File: config.mk
export PLATFORM = sky130hd
export DESIGN_NAME = vc_test_rand_delay_sink
export DESIGN_NICKNAME = d
export VERILOG_FILES = /design/src/rtl/vc_test_rand_delay_sink.sv
export SDC_FILE = /design/constraint.sdc
export NUM_CORES = 2
export LEC_CHECK = 0
export CELL_PAD_IN_SITES_DETAIL_PLACEMENT = 0
export CELL_PAD_IN_SITES_GLOBAL_PLACEMENT = 2
export CORE_MARGIN = 2
export CORE_UTILIZATION = 45
export CTS_CLUSTER_SIZE = 28
export DETAILED_ROUTE_END_ITERATION = 10
export GPL_TIMING_DRIVEN = 0
export PLACE_DENSITY_LB_ADDON = 0.1
export SLEW_MARGIN = 0
export SYNTH_ARGS = -nofsm -noshare
export SYNTH_HDL_FRONTEND = slang
export SYNTH_SLANG_ARGS = --single-unit
File: constraint.sdc
create_clock -name clk -period 138.8 [get_ports clk]
set_clock_uncertainty 0.05 [all_clocks]
set_input_delay 27.76 -clock clk [delete_from_list [all_inputs] [get_ports clk]]
set_output_delay 27.76 -clock clk [all_outputs]
set_load 0.05 [all_outputs]
File: src/rtl/vc_test_rand_delay_sink.sv
// Random-backpressure val/rdy test sink: checks each accepted message against a
// preloaded expected table and stalls a pseudo-random number of cycles between accepts.
module vc_test_rand_delay_sink #(
    parameter int p_msg_nbits = 1,
    parameter int p_num_msgs  = 1024
) (
    input  logic                   clk,
    input  logic                   reset_n,
    input  logic [31:0]            max_delay,
    input  logic                   load_val,
    input  logic [p_msg_nbits-1:0] load_msg,
    input  logic                   val,
    output logic                   rdy,
    input  logic [p_msg_nbits-1:0] msg,
    output logic                   done,
    output logic                   err,
    output logic [31:0]            err_idx,
    output logic [31:0]            num_errors
);

    localparam int          ADDR_W_C    = (p_num_msgs > 1) ? $clog2(p_num_msgs) : 1;
    localparam logic [31:0] NUM_MSGS_C  = 32'(p_num_msgs);
    localparam logic [31:0] LFSR_SEED_C = 32'hACE1_ACE1;
    localparam logic [31:0] LFSR_MASK_C = 32'h8020_0003;

    typedef enum logic [0:0] {
        ST_READY = 1'b0,
        ST_DELAY = 1'b1
    } state_t;

    // Right-shifting Galois step; the mask is folded in when a one falls out.
    function automatic logic [31:0] lfsr_next(input logic [31:0] cur);
        if (cur[0]) begin
            return {1'b0, cur[31:1]} ^ LFSR_MASK_C;
        end else begin
            return {1'b0, cur[31:1]};
        end
    endfunction

    logic [p_msg_nbits-1:0] mem_r [p_num_msgs];

    state_t      state_r, state_nxt_s;
    logic [31:0] cnt_r, cnt_nxt_s;
    logic [31:0] load_count_r, load_count_nxt_s;
    logic [31:0] check_idx_r, check_idx_nxt_s;
    logic [31:0] lfsr_r, lfsr_nxt_s;
    logic        rdy_r, rdy_nxt_s;
    logic        done_r, done_nxt_s;
    logic        err_r, err_nxt_s;
    logic [31:0] err_idx_r, err_idx_nxt_s;
    logic [31:0] num_errors_r, num_errors_nxt_s;

    logic                   xfer_s;
    logic                   load_ok_s;
    logic                   mismatch_s;
    logic [p_msg_nbits-1:0] exp_msg_s;
    logic [32:0]            divisor_s;
    logic [31:0]            draw_s;

    assign rdy        = rdy_r;
    assign done       = done_r;
    assign err        = err_r;
    assign err_idx    = err_idx_r;
    assign num_errors = num_errors_r;

    // Handshake, table lookup, random draw and next-state computation.
    always_comb begin
        state_nxt_s      = state_r;
        cnt_nxt_s        = cnt_r;
        xfer_s           = val && rdy_r;
        load_ok_s        = load_val && (load_count_r < NUM_MSGS_C);
        exp_msg_s        = mem_r[check_idx_r[ADDR_W_C-1:0]];
        mismatch_s       = xfer_s && (msg != exp_msg_s);
        // 33-bit divisor keeps max_delay = all-ones from wrapping to zero.
        divisor_s        = {1'b0, max_delay} + 33'd1;
        draw_s           = 32'({1'b0, lfsr_r} % divisor_s);
        load_count_nxt_s = load_ok_s ? (load_count_r + 32'd1) : load_count_r;
        check_idx_nxt_s  = xfer_s ? (check_idx_r + 32'd1) : check_idx_r;
        lfsr_nxt_s       = xfer_s ? lfsr_next(lfsr_r) : lfsr_r;

        case (state_r)
            ST_READY: begin
                if (xfer_s && (draw_s != 32'd0)) begin
                    state_nxt_s = ST_DELAY;
                    cnt_nxt_s   = draw_s - 32'd1;
                end else begin
                    state_nxt_s = ST_READY;
                end
            end
            ST_DELAY: begin
                if (cnt_r == 32'd0) begin
                    state_nxt_s = ST_READY;
                end else begin
                    cnt_nxt_s = cnt_r - 32'd1;
                end
            end
            default: begin
                state_nxt_s = ST_READY;
                cnt_nxt_s   = 32'd0;
            end
        endcase

        rdy_nxt_s  = (state_nxt_s == ST_READY) && (check_idx_nxt_s < load_count_nxt_s);
        done_nxt_s = (load_count_nxt_s != 32'd0) && (check_idx_nxt_s == load_count_nxt_s);

        err_nxt_s     = mismatch_s;
        err_idx_nxt_s = mismatch_s ? check_idx_r : err_idx_r;
        if (mismatch_s && (num_errors_r != 32'hFFFF_FFFF)) begin
            num_errors_nxt_s = num_errors_r + 32'd1;
        end else begin
            num_errors_nxt_s = num_errors_r;
        end
    end

    // Control, counter and status registers.
    always_ff @(posedge clk or negedge reset_n) begin
        if (!reset_n) begin
            state_r      <= ST_READY;
            cnt_r        <= 32'd0;
            load_count_r <= 32'd0;
            check_idx_r  <= 32'd0;
            lfsr_r       <= LFSR_SEED_C;
            rdy_r        <= 1'b0;
            done_r       <= 1'b0;
            err_r        <= 1'b0;
            err_idx_r    <= 32'd0;
            num_errors_r <= 32'd0;
        end else begin
            state_r      <= state_nxt_s;
            cnt_r        <= cnt_nxt_s;
            load_count_r <= load_count_nxt_s;
            check_idx_r  <= check_idx_nxt_s;
            lfsr_r       <= lfsr_nxt_s;
            rdy_r        <= rdy_nxt_s;
            done_r       <= done_nxt_s;
            err_r        <= err_nxt_s;
            err_idx_r    <= err_idx_nxt_s;
            num_errors_r <= num_errors_nxt_s;
        end
    end

    // Expected-message table; contents survive reset, only the counters clear.
    always_ff @(posedge clk) begin
        if (load_ok_s) begin
            mem_r[load_count_r[ADDR_W_C-1:0]] <= load_msg;
        end
    end

endmodule

==> summary.txt <==
Outcome
  – Status: complete, but fails checks
  – Violated checks: max-capacitance violations, max-slew violations

Global routing
  – Vias in the first global route: 79233
  – Initial antenna violation count: 19
  – Largest net degree at the start of global routing: 205
  – GRT Total Usage: 39.48%
  – Grt ovf: 0
  – First-pass GRT wire length: 579300 um

Critical path
  – Kind of start point of the critical path: input port
  – Critical path class: in -> reg
  – WP data arrival: 135790 ps
  – Worst path max stage delay: 800 ps
  – Worst setup EP type: flip-flop
  – Worst-case register-to-register setup slack: 30080 ps
  – Worst path slowest cell: a21oi_1
  – Req. time, crit path: 139350 ps
  – Crit path max fanout: 10
  – Critical path's most frequent cell: ha_1
  – Reg2reg end: cnt_r[24]$_DFFE_PN0P_
  – Worst R2R Path Depth: 348
  – Reg-to-Reg Start: lfsr_r[0]$_DFFE_PN1P_

Synthesis
  – Synth top area share: 34.00%
  – Synth Warn #: 0
  – Synth Flop Type: edfxtp_1
  – Number of synthesized flops with an enable pin: 1024
  – Synthesized flop and latch total: 1220
  – Sequential share of the synthesized area: 39.45%
  – Synth Instances: 9723
  – Post-Synthesis Net Count: 10366
  – Post-synth ARST share: 16.07%
  – Post-Syn Area: 0.09044 mm2
  – Synth unique cells: 108
  – Synthesized area per cell: 9.301 um2
  – Area leader, netlist: edfxtp_1
  – Synth area leaders: edfxtp_1 34%, ha_1 8.4%, nor2_1 7.0%, dfrtp_1 5.0%, mux4_2 4.3%

Route
  – Residual DRC: 0
  – Detailed-route wire length: 414700 um
  – Drt pass-1 iters: 7
  – Routed vias: 83936
  – Routed Antenna Nets: 0
  – Via/cell ratio: 6.570
  – WL per Instance: 32.46 um
  – DRT iter0 DRCs: 11774

Placement
  – Number of buffers added on ports: 95
  – RD Place Congestion: 1.004
  – Detailed placer's ending HPWL: 315500 um

Floorplanning
  – I/O pin total: 105
  – Initial cell density of the core: 45.30%
  – Core Box Area: 0.1997 mm2
  – Die W: 452.3 um
  – Die height: 452.3 um
  – Row count: 164
  – Die area: 0.2046 mm2

Timing
  – Min cycle time layout: 135240 ps
  – Max-slew headroom: -10.07%
  – Minimum hold slack: 409.0 ps
  – Final Max Slew Viols: 102
  – Worst-Margin Slew: 1651 ps
  – Final setup vio count: 0
  – Fmax: 0.007394 GHz
  – RSZ-0062 raised after global routing: false
  – Period Utilization, post-route: 97.43%
  – Final hold viol count: 0

Clock network
  – TritonCTS buffer count: 113
  – # clock sinks: 1220
  – Root Buffer: clkbuf_16
  – CTS tree: done
  – CTS Hold Bufs: 0
  – Clock-pin slew on the worst setup and hold paths: 70 ps
  – Skew-Pair Late Insertion Delay: 770 ps
  – H-tree depth: 3
  – Max clock buf depth: 3

Hold path
  – Hold endpoint: load_count_r[26]$_DFF_PN0_
  – Worst hold path depth: 1
  – Hold Path Class: reg -> reg
  – Hold Path Origin: load_count_r[26]$_DFF_PN0_

Power
  – Tot Pwr: 0.9799 mW
  – Leak Pwr: 36.13 nW
  – Pwr/cell area: 9.755 mW/mm2
  – VDD IR-drop max: 0.00001136 V

Final layout
  – Synth-to-layout area growth: 11.08%
  – Post-layout net count: 10656
  – Fraction of layout cells with a size suffix above 1: 9.270%

Run
  – Maxcap violations: 12
-- layer usage --
layer	global-route usage, %	share of wire, %	vias up
met2	61.31	44	4841
met4	19.86	6.2	12
met5	0.3265	0.047	-
li1	-	-	36706
met1	52.25	39	41358
met3	8.104	10	1019
-- metrics by stage --
stage / area, um2 / setup TNS [ps] / utilization (%) / setup slack, ps / std cells
after floorplan: 90440 / 0 / - / 30600 / 9723
after global placement: 94710 / -744980 / 47.44 / -22210 / 12474
after detailed placement: 96090 / -371720 / 48.13 / -11050 / 12543
after CTS: 100100 / 0 / 50.14 / 0.3695 / 12757
after global routing: 100400 / 0 / 50.30 / 1.236 / 12766
final: 100500 / 0 / 50.31 / 3561 / 12775
-- worst max path at each step --
stage,startpoint,depth (start not counted),end,slack [ps]
6_report,max_delay[1],348,cnt_r[24]$_DFFE_PN0P_,3560
5_1_grt,max_delay[1],355,cnt_r[24]$_DFFE_PN0P_,1
4_1_cts,max_delay[1],353,cnt_r[28]$_DFFE_PN0P_,0.4
3_5_place_dp,max_delay[0],341,rdy$_DFF_PN0_,-11050
3_3_place_gp,max_delay[0],338,cnt_r[29]$_DFFE_PN0P_,-22210
2_1_floorplan,max_delay[0],344,cnt_r[28]$_DFFE_PN0P_,30600
-- registers in the layout, indices dropped and copies added, names as in the netlist --
signal	count
mem_r	1024
check_idx_r	32
cnt_r	32
err_idx	32
lfsr_r	32
load_count_r	32
num_errors	32
done	1
err	1
rdy	1
state_r	1
-- critical path, delay by kind of cell --
kind	cells	cell delay [ps]
multiplexers	3	840
AO/OA/AOI/OAI	153	48850
AND/OR/NAND/NOR	101	25790
adder cells (fa/ha/maj)	33	11310
buffers and inverters	58	20820
-- cells in the final DEF, fill, tap and decap left out, types with 79 or more instances in the layout --
master and count:
dfrtp_1 180, clkdlybuf4s50_1 92, a21oi_1 642, nand2_1 889, clkbuf_2 79, clkbuf_16 113, mux4_2 173, ha_1 604
edfxtp_1 1024, a31oi_1 102, xnor2_1 325, o21ai_0 443, nand4_1 140, nor3_1 181, nor4_1 83, inv_1 237
mux2_2 117, nand3_1 206, xor2_1 203, o21a_1 137, nor2_1 1670, mux2i_1 199, a211oi_1 79, clkbuf_1 436
a21o_1 171, o211ai_1 89
-- cell usage after synthesis, types with 30 or more instances --
library cell / instances
nor2_1: 1675
edfxtp_1: 1024
nand2_1: 892
a21oi_1: 653
ha_1: 604
clkbuf_1: 462
o21ai_0: 446
xnor2_1: 337
inv_1: 241
nand3_1: 207
xor2_1: 207
mux2i_1: 199
nor3_1: 188
dfrtp_1: 180
mux4_2: 173
a21o_1: 171
nand4_1: 140
o21a_1: 137
mux2_2: 117
a31oi_1: 107
nor4_1: 89
o211ai_1: 89
a211oi_1: 84
o22ai_1: 75
o221ai_1: 72
and3_1: 69
and2_1: 64
buf_1: 61
or3_1: 60
nand2b_1: 55
o31ai_1: 53
o21bai_1: 50
or2_2: 47
nor2b_1: 40
buf_2: 39
a211o_1: 33
and4_1: 30
-- cell families (layout without fill, tap and decap cells) --
family                     count (synthesis)  in the layout  share of synthesized area [%]
and+or+nand+nor                         3662           3662                          18.08
DFF                                     1220           1220                          39.45
xor gates and xnor gates                 544            544                          5.268
muxes                                    490            490                          7.980
other                                      0             11                              0
adders and majority gates                605            605                          8.379
AOI/OAI and AO/OA                       2386           2386                          17.35
buffers and inverters                    816           1201                          3.495
-- timing repair --
action / 4_1_cts / 5_1_grt
resized for setup: 71 / 109
endpoints found under the setup margin: 34 / 34
cloned: 0 / 0
pin swaps: 2 / 6
setup buffers: 4 / 9
-- report_power, final --
part | switching (mW) | internal (mW) | leakage, nW
Clock | 0.145 | 0.174 | 1.81
Sequential | 0.00189 | 0.400 | 11.7
Combinational | 0.179 | 0.0795 | 22.6
-- cell type report --
class / instances / area (um2)
Clock buffer: 162 / 3119
Fill cell: 18658 / 99200
Tap cell: 2656 / 3323
Antenna cell: 11 / 27.53
Sequential cell: 1220 / 35670
Buffer: 570 / 2360
Multi-Input combinational cell: 7687 / 52280
Clock inverter: 48 / 606.8
Inverter: 244 / 915.9
Timing Repair Buffer: 177 / 2145
(Power assumes the default switching activity.)
